<file path="config.mk">
export PLATFORM = sky130hd
export DESIGN_NAME = voice_allocator_flat
export DESIGN_NICKNAME = d
export VERILOG_FILES = /design/src/rtl/piano_pkg.sv /design/src/rtl/voice_allocator_if.sv /design/src/rtl/voice_allocator_voice_pick.sv /design/src/rtl/voice_allocator.sv /design/src/flat_wrapper.sv
export SDC_FILE = /design/constraint.sdc
export NUM_CORES = 1
export LEC_CHECK = 0
export CORE_MARGIN = 5
export CORE_UTILIZATION = 57
export DETAILED_ROUTE_END_ITERATION = 6
export PLACE_DENSITY_LB_ADDON = 0.25
export RECOVER_POWER = 100
export SLEW_MARGIN = 20
export SYNTH_ARGS = -nofsm -noshare
export SYNTH_HDL_FRONTEND = slang
export SYNTH_SLANG_ARGS = --single-unit
</file>
<file path="constraint.sdc">
create_clock -name CLOCK_50 -period 5.3 [get_ports CLOCK_50]
set_input_delay 0.795 -clock CLOCK_50 [delete_from_list [all_inputs] [get_ports CLOCK_50]]
set_output_delay 0.795 -clock CLOCK_50 [all_outputs]
set_load 0.02 [all_outputs]
</file>
<file path="src/rtl/piano_pkg.sv">
// Shared definitions for the piano polyphony scheduler: size defaults,
// FSM state encodings and the lowest-set-bit helper used by voice_pick.
package piano_pkg;

  localparam int DEF_NUM_KEYS   = 32;
  localparam int DEF_NUM_VOICES = 4;
  localparam int DEF_KEY_W      = 5;
  localparam int DEF_AGE_W      = 8;

  localparam int VIDX_W = (DEF_NUM_VOICES > 1) ? $clog2(DEF_NUM_VOICES) : 1;

  // Allocator FSM states, kept as plain constants for legacy tooling.
  localparam logic [1:0] ST_IDLE    = 2'd0;
  localparam logic [1:0] ST_RELEASE = 2'd1;
  localparam logic [1:0] ST_ASSIGN  = 2'd2;
  localparam logic [1:0] ST_DONE    = 2'd3;

  // Index of the lowest set bit; returns 0 when no bit is set.
  function automatic logic [VIDX_W-1:0] lowest_set(input logic [DEF_NUM_VOICES-1:0] vec);
    lowest_set = '0;
    for (int i = DEF_NUM_VOICES - 1; i >= 0; i--) begin
      if (vec[i]) lowest_set = VIDX_W'(i);
    end
  endfunction

endpackage

</file>
<file path="src/rtl/voice_allocator_if.sv">
// Bus between the keypad scanner (master) and the voice allocator (slave),
// which also carries the per-voice results to the tone generators.
interface voice_allocator_if
  import piano_pkg::*;
#(
  parameter int NUM_KEYS   = DEF_NUM_KEYS,
  parameter int NUM_VOICES = DEF_NUM_VOICES,
  parameter int KEY_W      = DEF_KEY_W
);

  logic                        scan_valid;
  logic [NUM_KEYS-1:0]         keyPressed;
  logic [NUM_VOICES-1:0]       voice_active;
  logic [NUM_VOICES*KEY_W-1:0] voice_key;
  logic [NUM_VOICES-1:0]       voice_start;
  logic [NUM_VOICES-1:0]       voice_stop;
  logic                        busy;
  logic                        done;

  modport master (
    output scan_valid, keyPressed,
    input  voice_active, voice_key, voice_start, voice_stop, busy, done
  );

  modport slave (
    input  scan_valid, keyPressed,
    output voice_active, voice_key, voice_start, voice_stop, busy, done
  );

endinterface

</file>
<file path="src/rtl/voice_allocator_voice_pick.sv">
// Combinational voice selection: lowest-index free voice and, when the
// VOICE_STEAL_EN macro is defined, the oldest voice (ties to lowest index).
module voice_pick
  import piano_pkg::*;
(
  input  logic [DEF_NUM_VOICES-1:0]           active,
`ifdef VOICE_STEAL_EN
  input  logic [DEF_NUM_VOICES*DEF_AGE_W-1:0] ages,
  output logic [VIDX_W-1:0]                   old_idx,
`endif
  output logic                                free_any,
  output logic [VIDX_W-1:0]                   free_idx
);

  // Free voices are the inactive ones; priority goes to the lowest index.
  always_comb begin
    free_any = ~&active;
    free_idx = lowest_set(~active);
  end

`ifdef VOICE_STEAL_EN
  // Scan upward with a strict compare so equal ages keep the lower index.
  always_comb begin
    logic [DEF_AGE_W-1:0] best;
    old_idx = '0;
    best    = ages[0 +: DEF_AGE_W];
    for (int v = 1; v < DEF_NUM_VOICES; v++) begin
      if (ages[v*DEF_AGE_W +: DEF_AGE_W] > best) begin
        best    = ages[v*DEF_AGE_W +: DEF_AGE_W];
        old_idx = VIDX_W'(v);
      end
    end
  end
`endif

endmodule

</file>
<file path="src/rtl/voice_allocator.sv">
// Polyphony scheduler: on each key scan it frees voices whose key went up,
// then hands free voices to newly pressed keys in ascending key order.
// Optional feature macro: VOICE_STEAL_EN (steal the oldest voice when full).
module voice_allocator
  import piano_pkg::*;
#(
  parameter int NUM_KEYS   = DEF_NUM_KEYS,
  parameter int NUM_VOICES = DEF_NUM_VOICES,
  parameter int KEY_W      = DEF_KEY_W
`ifdef VOICE_STEAL_EN
  , parameter int AGE_W    = DEF_AGE_W
`endif
)
(
  input  logic              CLOCK_50,
  input  logic              reset,
  voice_allocator_if.slave  bus
);

  localparam logic [KEY_W-1:0]  LAST_KEY   = KEY_W'(NUM_KEYS - 1);
  localparam logic [VIDX_W-1:0] LAST_VOICE = VIDX_W'(NUM_VOICES - 1);

  logic [1:0]            state;
  logic [NUM_KEYS-1:0]   snap;
  logic [NUM_KEYS-1:0]   hold;
  logic                  pending;
  logic [VIDX_W-1:0]     vidx;
  logic [KEY_W-1:0]      kidx;
  logic [NUM_VOICES-1:0] active_q;
  logic [NUM_VOICES-1:0] start_q;
  logic [NUM_VOICES-1:0] stop_q;
  logic [KEY_W-1:0]      key_q [NUM_VOICES];
  logic                  busy_q;
  logic                  done_q;
  logic                  key_held;
  logic                  free_any;
  logic [VIDX_W-1:0]     free_idx;
  logic [NUM_VOICES*KEY_W-1:0] key_flat;

`ifdef VOICE_STEAL_EN
  logic [AGE_W-1:0]            age_q [NUM_VOICES];
  logic [NUM_VOICES*AGE_W-1:0] age_flat;
  logic [VIDX_W-1:0]           old_idx;

  // Flatten ages for the selector.
  always_comb begin
    age_flat = '0;
    for (int v = 0; v < NUM_VOICES; v++) age_flat[v*AGE_W +: AGE_W] = age_q[v];
  end
`endif

  voice_pick u_pick (
    .active   (active_q),
`ifdef VOICE_STEAL_EN
    .ages     (age_flat),
    .old_idx  (old_idx),
`endif
    .free_any (free_any),
    .free_idx (free_idx)
  );

  // A key already sounding on some active voice keeps that voice.
  always_comb begin
    key_held = 1'b0;
    for (int v = 0; v < NUM_VOICES; v++) begin
      if (active_q[v] && key_q[v] == kidx) key_held = 1'b1;
    end
  end

  // Pack per-voice key registers onto the output bus.
  always_comb begin
    key_flat = '0;
    for (int v = 0; v < NUM_VOICES; v++) key_flat[v*KEY_W +: KEY_W] = key_q[v];
  end

  assign bus.voice_active = active_q;
  assign bus.voice_key    = key_flat;
  assign bus.voice_start  = start_q;
  assign bus.voice_stop   = stop_q;
  assign bus.busy         = busy_q;
  assign bus.done         = done_q;

  // Allocation FSM: capture, release pass, assign pass, wrap-up.
  always_ff @(posedge CLOCK_50) begin
    if (reset) begin
      state    <= ST_IDLE;
      snap     <= '0;
      hold     <= '0;
      pending  <= 1'b0;
      vidx     <= '0;
      kidx     <= '0;
      active_q <= '0;
      start_q  <= '0;
      stop_q   <= '0;
      busy_q   <= 1'b0;
      done_q   <= 1'b0;
      // NOTE: the key table is reset, unlike a plain storage array, because
      // it drives voice_key directly and every output must read 0 after reset.
      for (int v = 0; v < NUM_VOICES; v++) key_q[v] <= '0;
`ifdef VOICE_STEAL_EN
      for (int v = 0; v < NUM_VOICES; v++) age_q[v] <= '0;
`endif
    end else begin
      // NOTE: non-blocking assignments throughout; the pulse defaults below
      // are overridden later in the same block when a pulse is due.
      start_q <= '0;
      stop_q  <= '0;
      done_q  <= 1'b0;

      if (bus.scan_valid && (state == ST_RELEASE || state == ST_ASSIGN)) begin
        hold    <= bus.keyPressed;
        pending <= 1'b1;
      end

      case (state)
        ST_IDLE: begin
          if (bus.scan_valid) begin
            snap   <= bus.keyPressed;
            vidx   <= '0;
            busy_q <= 1'b1;
            state  <= ST_RELEASE;
          end
        end

        ST_RELEASE: begin
          if (active_q[vidx] && !snap[key_q[vidx]]) begin
            active_q[vidx] <= 1'b0;
            stop_q[vidx]   <= 1'b1;
          end
          if (vidx == LAST_VOICE) begin
            kidx  <= '0;
            state <= ST_ASSIGN;
          end else begin
            vidx <= vidx + 1'b1;
          end
        end

        ST_ASSIGN: begin
          if (snap[kidx] && !key_held) begin
            if (free_any) begin
              key_q[free_idx]    <= kidx;
              active_q[free_idx] <= 1'b1;
              start_q[free_idx]  <= 1'b1;
`ifdef VOICE_STEAL_EN
              age_q[free_idx]    <= '0;
            end else begin
              key_q[old_idx]   <= kidx;
              start_q[old_idx] <= 1'b1;
              stop_q[old_idx]  <= 1'b1;
              age_q[old_idx]   <= '0;
`endif
            end
          end
          if (kidx == LAST_KEY) state <= ST_DONE;
          else                  kidx  <= kidx + 1'b1;
        end

        default: begin  // ST_DONE
          done_q <= 1'b1;
`ifdef VOICE_STEAL_EN
          for (int v = 0; v < NUM_VOICES; v++) begin
            if (active_q[v] && age_q[v] != '1) age_q[v] <= age_q[v] + 1'b1;
          end
`endif
          // A scan arriving right now is the newest one and wins over the held copy.
          if (bus.scan_valid) begin
            snap    <= bus.keyPressed;
            pending <= 1'b0;
            vidx    <= '0;
            state   <= ST_RELEASE;
          end else if (pending) begin
            snap    <= hold;
            pending <= 1'b0;
            vidx    <= '0;
            state   <= ST_RELEASE;
          end else begin
            busy_q <= 1'b0;
            state  <= ST_IDLE;
          end
        end
      endcase
    end
  end

endmodule

</file>
<file path="src/flat_wrapper.sv">
// flat-port wrapper written by rule: the top's interface ports become plain ports
module voice_allocator_flat import piano_pkg::*;
#(
  parameter int NUM_KEYS   = DEF_NUM_KEYS,
  parameter int NUM_VOICES = DEF_NUM_VOICES,
  parameter int KEY_W      = DEF_KEY_W

)
  (CLOCK_50, reset, bus_scan_valid, bus_keyPressed, bus_voice_active, bus_voice_key, bus_voice_start, bus_voice_stop, bus_busy, bus_done);
  voice_allocator_if #(.NUM_KEYS(NUM_KEYS), .NUM_VOICES(NUM_VOICES), .KEY_W(KEY_W)) bus_i ();
  input  logic CLOCK_50;
  input  logic reset;
  input wire logic [$bits(bus_i.scan_valid)-1:0] bus_scan_valid;
  input wire logic [$bits(bus_i.keyPressed)-1:0] bus_keyPressed;
  output wire logic [$bits(bus_i.voice_active)-1:0] bus_voice_active;
  output wire logic [$bits(bus_i.voice_key)-1:0] bus_voice_key;
  output wire logic [$bits(bus_i.voice_start)-1:0] bus_voice_start;
  output wire logic [$bits(bus_i.voice_stop)-1:0] bus_voice_stop;
  output wire logic [$bits(bus_i.busy)-1:0] bus_busy;
  output wire logic [$bits(bus_i.done)-1:0] bus_done;
  assign bus_i.scan_valid = bus_scan_valid;
  assign bus_i.keyPressed = bus_keyPressed;
  assign bus_voice_active = bus_i.voice_active;
  assign bus_voice_key = bus_i.voice_key;
  assign bus_voice_start = bus_i.voice_start;
  assign bus_voice_stop = bus_i.voice_stop;
  assign bus_busy = bus_i.busy;
  assign bus_done = bus_i.done;
  voice_allocator #(.NUM_KEYS(NUM_KEYS), .NUM_VOICES(NUM_VOICES), .KEY_W(KEY_W)) u_core (.CLOCK_50(CLOCK_50), .reset(reset), .bus(bus_i));
endmodule
</file>
==> out/results.ini <==
[worst_hold_path]
hold_class = flip-flop to flip-flop
worst_hold_startpoint = u_core.hold[31]

[die]
core_sq_um = 9240
start_util_pct = 58.7
pin_count = 69
rows = 35
dieArea_sq_um = 11600
die_y_um = 108
die_w_um = 108

[worst_setup_path]
worstSetupStartpointType = flip-flop
path_max_fanout = 13
worstReg2RegStart = u_core.kidx[0]
cp_top_family = compound AO/OA/AOI/OAI gates
crit_path_end_kind = flip-flop
cp_slowest_cell = dfxtp_1
cp.arrival_ns = 3.39
cp-startpoint = u_core.kidx[0]
required_ns = 5.31
criticalPathCategory = flip-flop to flip-flop
crit_chain = clkbuf_1, xnor2_1, nand4_1, o221ai_1, a31oi_1, o2111a_1, nand3_1, o21ai_0
cp_num_buf_inv = 1
cpPeakStageDelay_ns = 0.68

[yosys]
synth_edf_count = 20
synth_top_area_share_pct = 33.2
syn_area_sq_um = 5430
synthTopCellsByArea = dfxtp_1, edfxtp_1, nand2_1
ys.flop_type = dfxtp_1
ys_async_sr_fraction_pct = 0
yosysSeqAreaShare_pct = 44.3
synthCells = 593
ys_seq_elements = 110
ys_types = 51
synth.most_common_cell = nand2_1
synth.avg_cell_area_sq_um = 9.15
syn-num-nets = 638
yosys-top-cells-count = nand2_1, dfxtp_1, nor2_1, a21oi_1, clkbuf_1
synth_area_leader_cell = dfxtp_1
ys_warn_count = 0

[layout]
finalNonFillerCells = 762
drive_gt1_share_pct = 6.95
syn_to_final_growth_pct = 16.1
final_nets = 673
nFillCells = 730
n_antenna_cell = 0

[clock_network]
cts_resized = 0
root_buffer = clkbuf_8
cts_tree = built
clkSlewWorstSetupHoldPaths_ns = 0.11
h-tree-depth = 3
postCtsSetupBuffers = 0
clockBufferDepth = 2
cts.sinks = 110
cts_buffers = 9
clock_latency_ns = 0.37
postCtsHoldBufs = 0

[sta]
grt_setup_unrepaired = no
worstMarginPinSlew_ns = 1.84
hold_violations = 0
setup_violations = 0
finalCritPeriodShare_pct = 63.7
fin_ws_ns = 1.92
timing.fmax_mhz = 296
final.min_clock_period_ns = 3.38
slew_headroom_pct = -22.7
tns_ns = 0
clock_skew_ns = 0.0109
finalMaxSlewViolations = 58

[grt]
grt_use_total_pct = 22.8
grt-ovfl-total = 0
grt_max_degree = 80
grt_pass1_wl_um = 21400
antenna_found_initial = 0
grt_pass1_vias = 4341

[route]
drcViolationCount = 0
vias_per_cell = 5.96
drt_iter0_drc = 238
wl_per_cell_um = 17.0
wl_um = 12900
vias = 4544
drt_first_pass_iters = 5
drtAntennaViolNets = 0

[power]
vdd_drop_max_mv = 0.358
leakagePower_uw = 0.00229
power_density_nw_per_um2 = 415
power_switching_uw = 1000
comb_power_share_pct = 35.2
pwr-share-seq_pct = 44.9
switching_share_pct = 38.2
p_int_uw = 1620
pwr-share-clk_pct = 19.9

[place]
dp_hpwl_um = 8970
dp_slack_ns = 2.17
place_inst = 746
place_congestion = 0.863
portBuffers = 68

[run_status]
status = finished, violations left
violations = max-capacitance violations, max-slew violations

[job]
cap_viol_max_count = 2

## worst register-to-register path: cells and delay by family, from the launching register on
family,cells,cell delay [ns]
DFF,1,0.68
AOI/OAI and AO/OA,4,1.42
xor gates and xnor gates,1,0.14
and+or+nand+nor,2,0.29
buffers and inverters,1,0.50
## worst paths after layout
| check | end | slack [ns] | depth (start not counted) |
|---|---|---|---|
| setup / recovery | u_core.key_q[2][1] | 1.92 | 8 |
| hold / removal | u_core.hold[31] | 0.46 | 2 |
| setup reg to reg | u_core.key_q[2][1] | 1.92 | 8 |
| hold reg to reg | u_core.hold[31] | 0.46 | 2 |
## per-layer routing
metal | part of all wire (%) | global-route usage [%] | vias to the layer above
met5 | 0 | 0 | -
met2 | 48 | 36.7 | 185
met4 | 1.2 | 6.40 | 0
met1 | 44 | 31.8 | 2168
li1 | - | - | 2173
met3 | 7.2 | 3.60 | 18
## power by group through the flow
stage,combinational (uW),clock (uW),sequential (uW)
6_report,922,519,1180
3_3_place_gp,880,0,1180
4_1_cts,934,523,1170
2_1_floorplan,704,0,1150
5_1_grt,1030,559,1200
3_5_place_dp,929,0,1190
## registers in the layout, indices dropped and copies added, names as in the netlist, 4 cells and up, named ones only
register                 count
u_core.bus.voice_start       4
u_core.bus.voice_active      4
u_core.hold                 32
u_core.snap                 32
u_core.key_q                20
u_core.bus.voice_stop        4
u_core.kidx                  5
## cell type report
cell class	instances	area, sq um	area share, %
timing repair buffer	73	722	11.5
sequential	110	2400	38.1
inverter	16	60.1	0.953
multi-input combinational	418	2750	43.6
clock buffer	10	149	2.36
clock inverter	6	57.6	0.913
tap	129	161	2.56
## cells by family (layout without fill, tap and decap cells)
kind of cell	after synthesis	in the layout	share of synthesized area (%)
compound gates	135	135	16.4
mux	34	34	10.4
xor+xnor	22	22	3.55
fa+ha+maj	10	10	2.31
simple gates	217	217	18.4
buf+inv	65	105	4.70
flops	110	110	44.3
## cells in the final DEF (no fill, tap or decap), drive strengths merged, types with 12 or more instances in the layout
cell type,n
a21oi,43
a311oi,33
and2,21
clkdlybuf4s50,32
dfxtp,90
dlygate4sd3,35
edfxtp,20
inv,19
mux2i,12
mux4,17
nand2,110
nor2,44
o21ai,36
xor2,13
## stage by stage
stage / total power [uW] / instance area, sq um / hold slack, ns / utilization (%)
3_3_place_gp: 2060 / 6110 / 0.442 / 66.1
5_1_grt: 2780 / 6300 / 0.487 / 68.2
2_1_floorplan: 1850 / 5430 / 0.437 / -
6_report: 2620 / 6300 / 0.463 / 68.2
4_1_cts: 2630 / 6340 / 0.465 / 68.6
3_5_place_dp: 2120 / 6130 / 0.449 / 66.3
(Power assumes the default switching activity.)
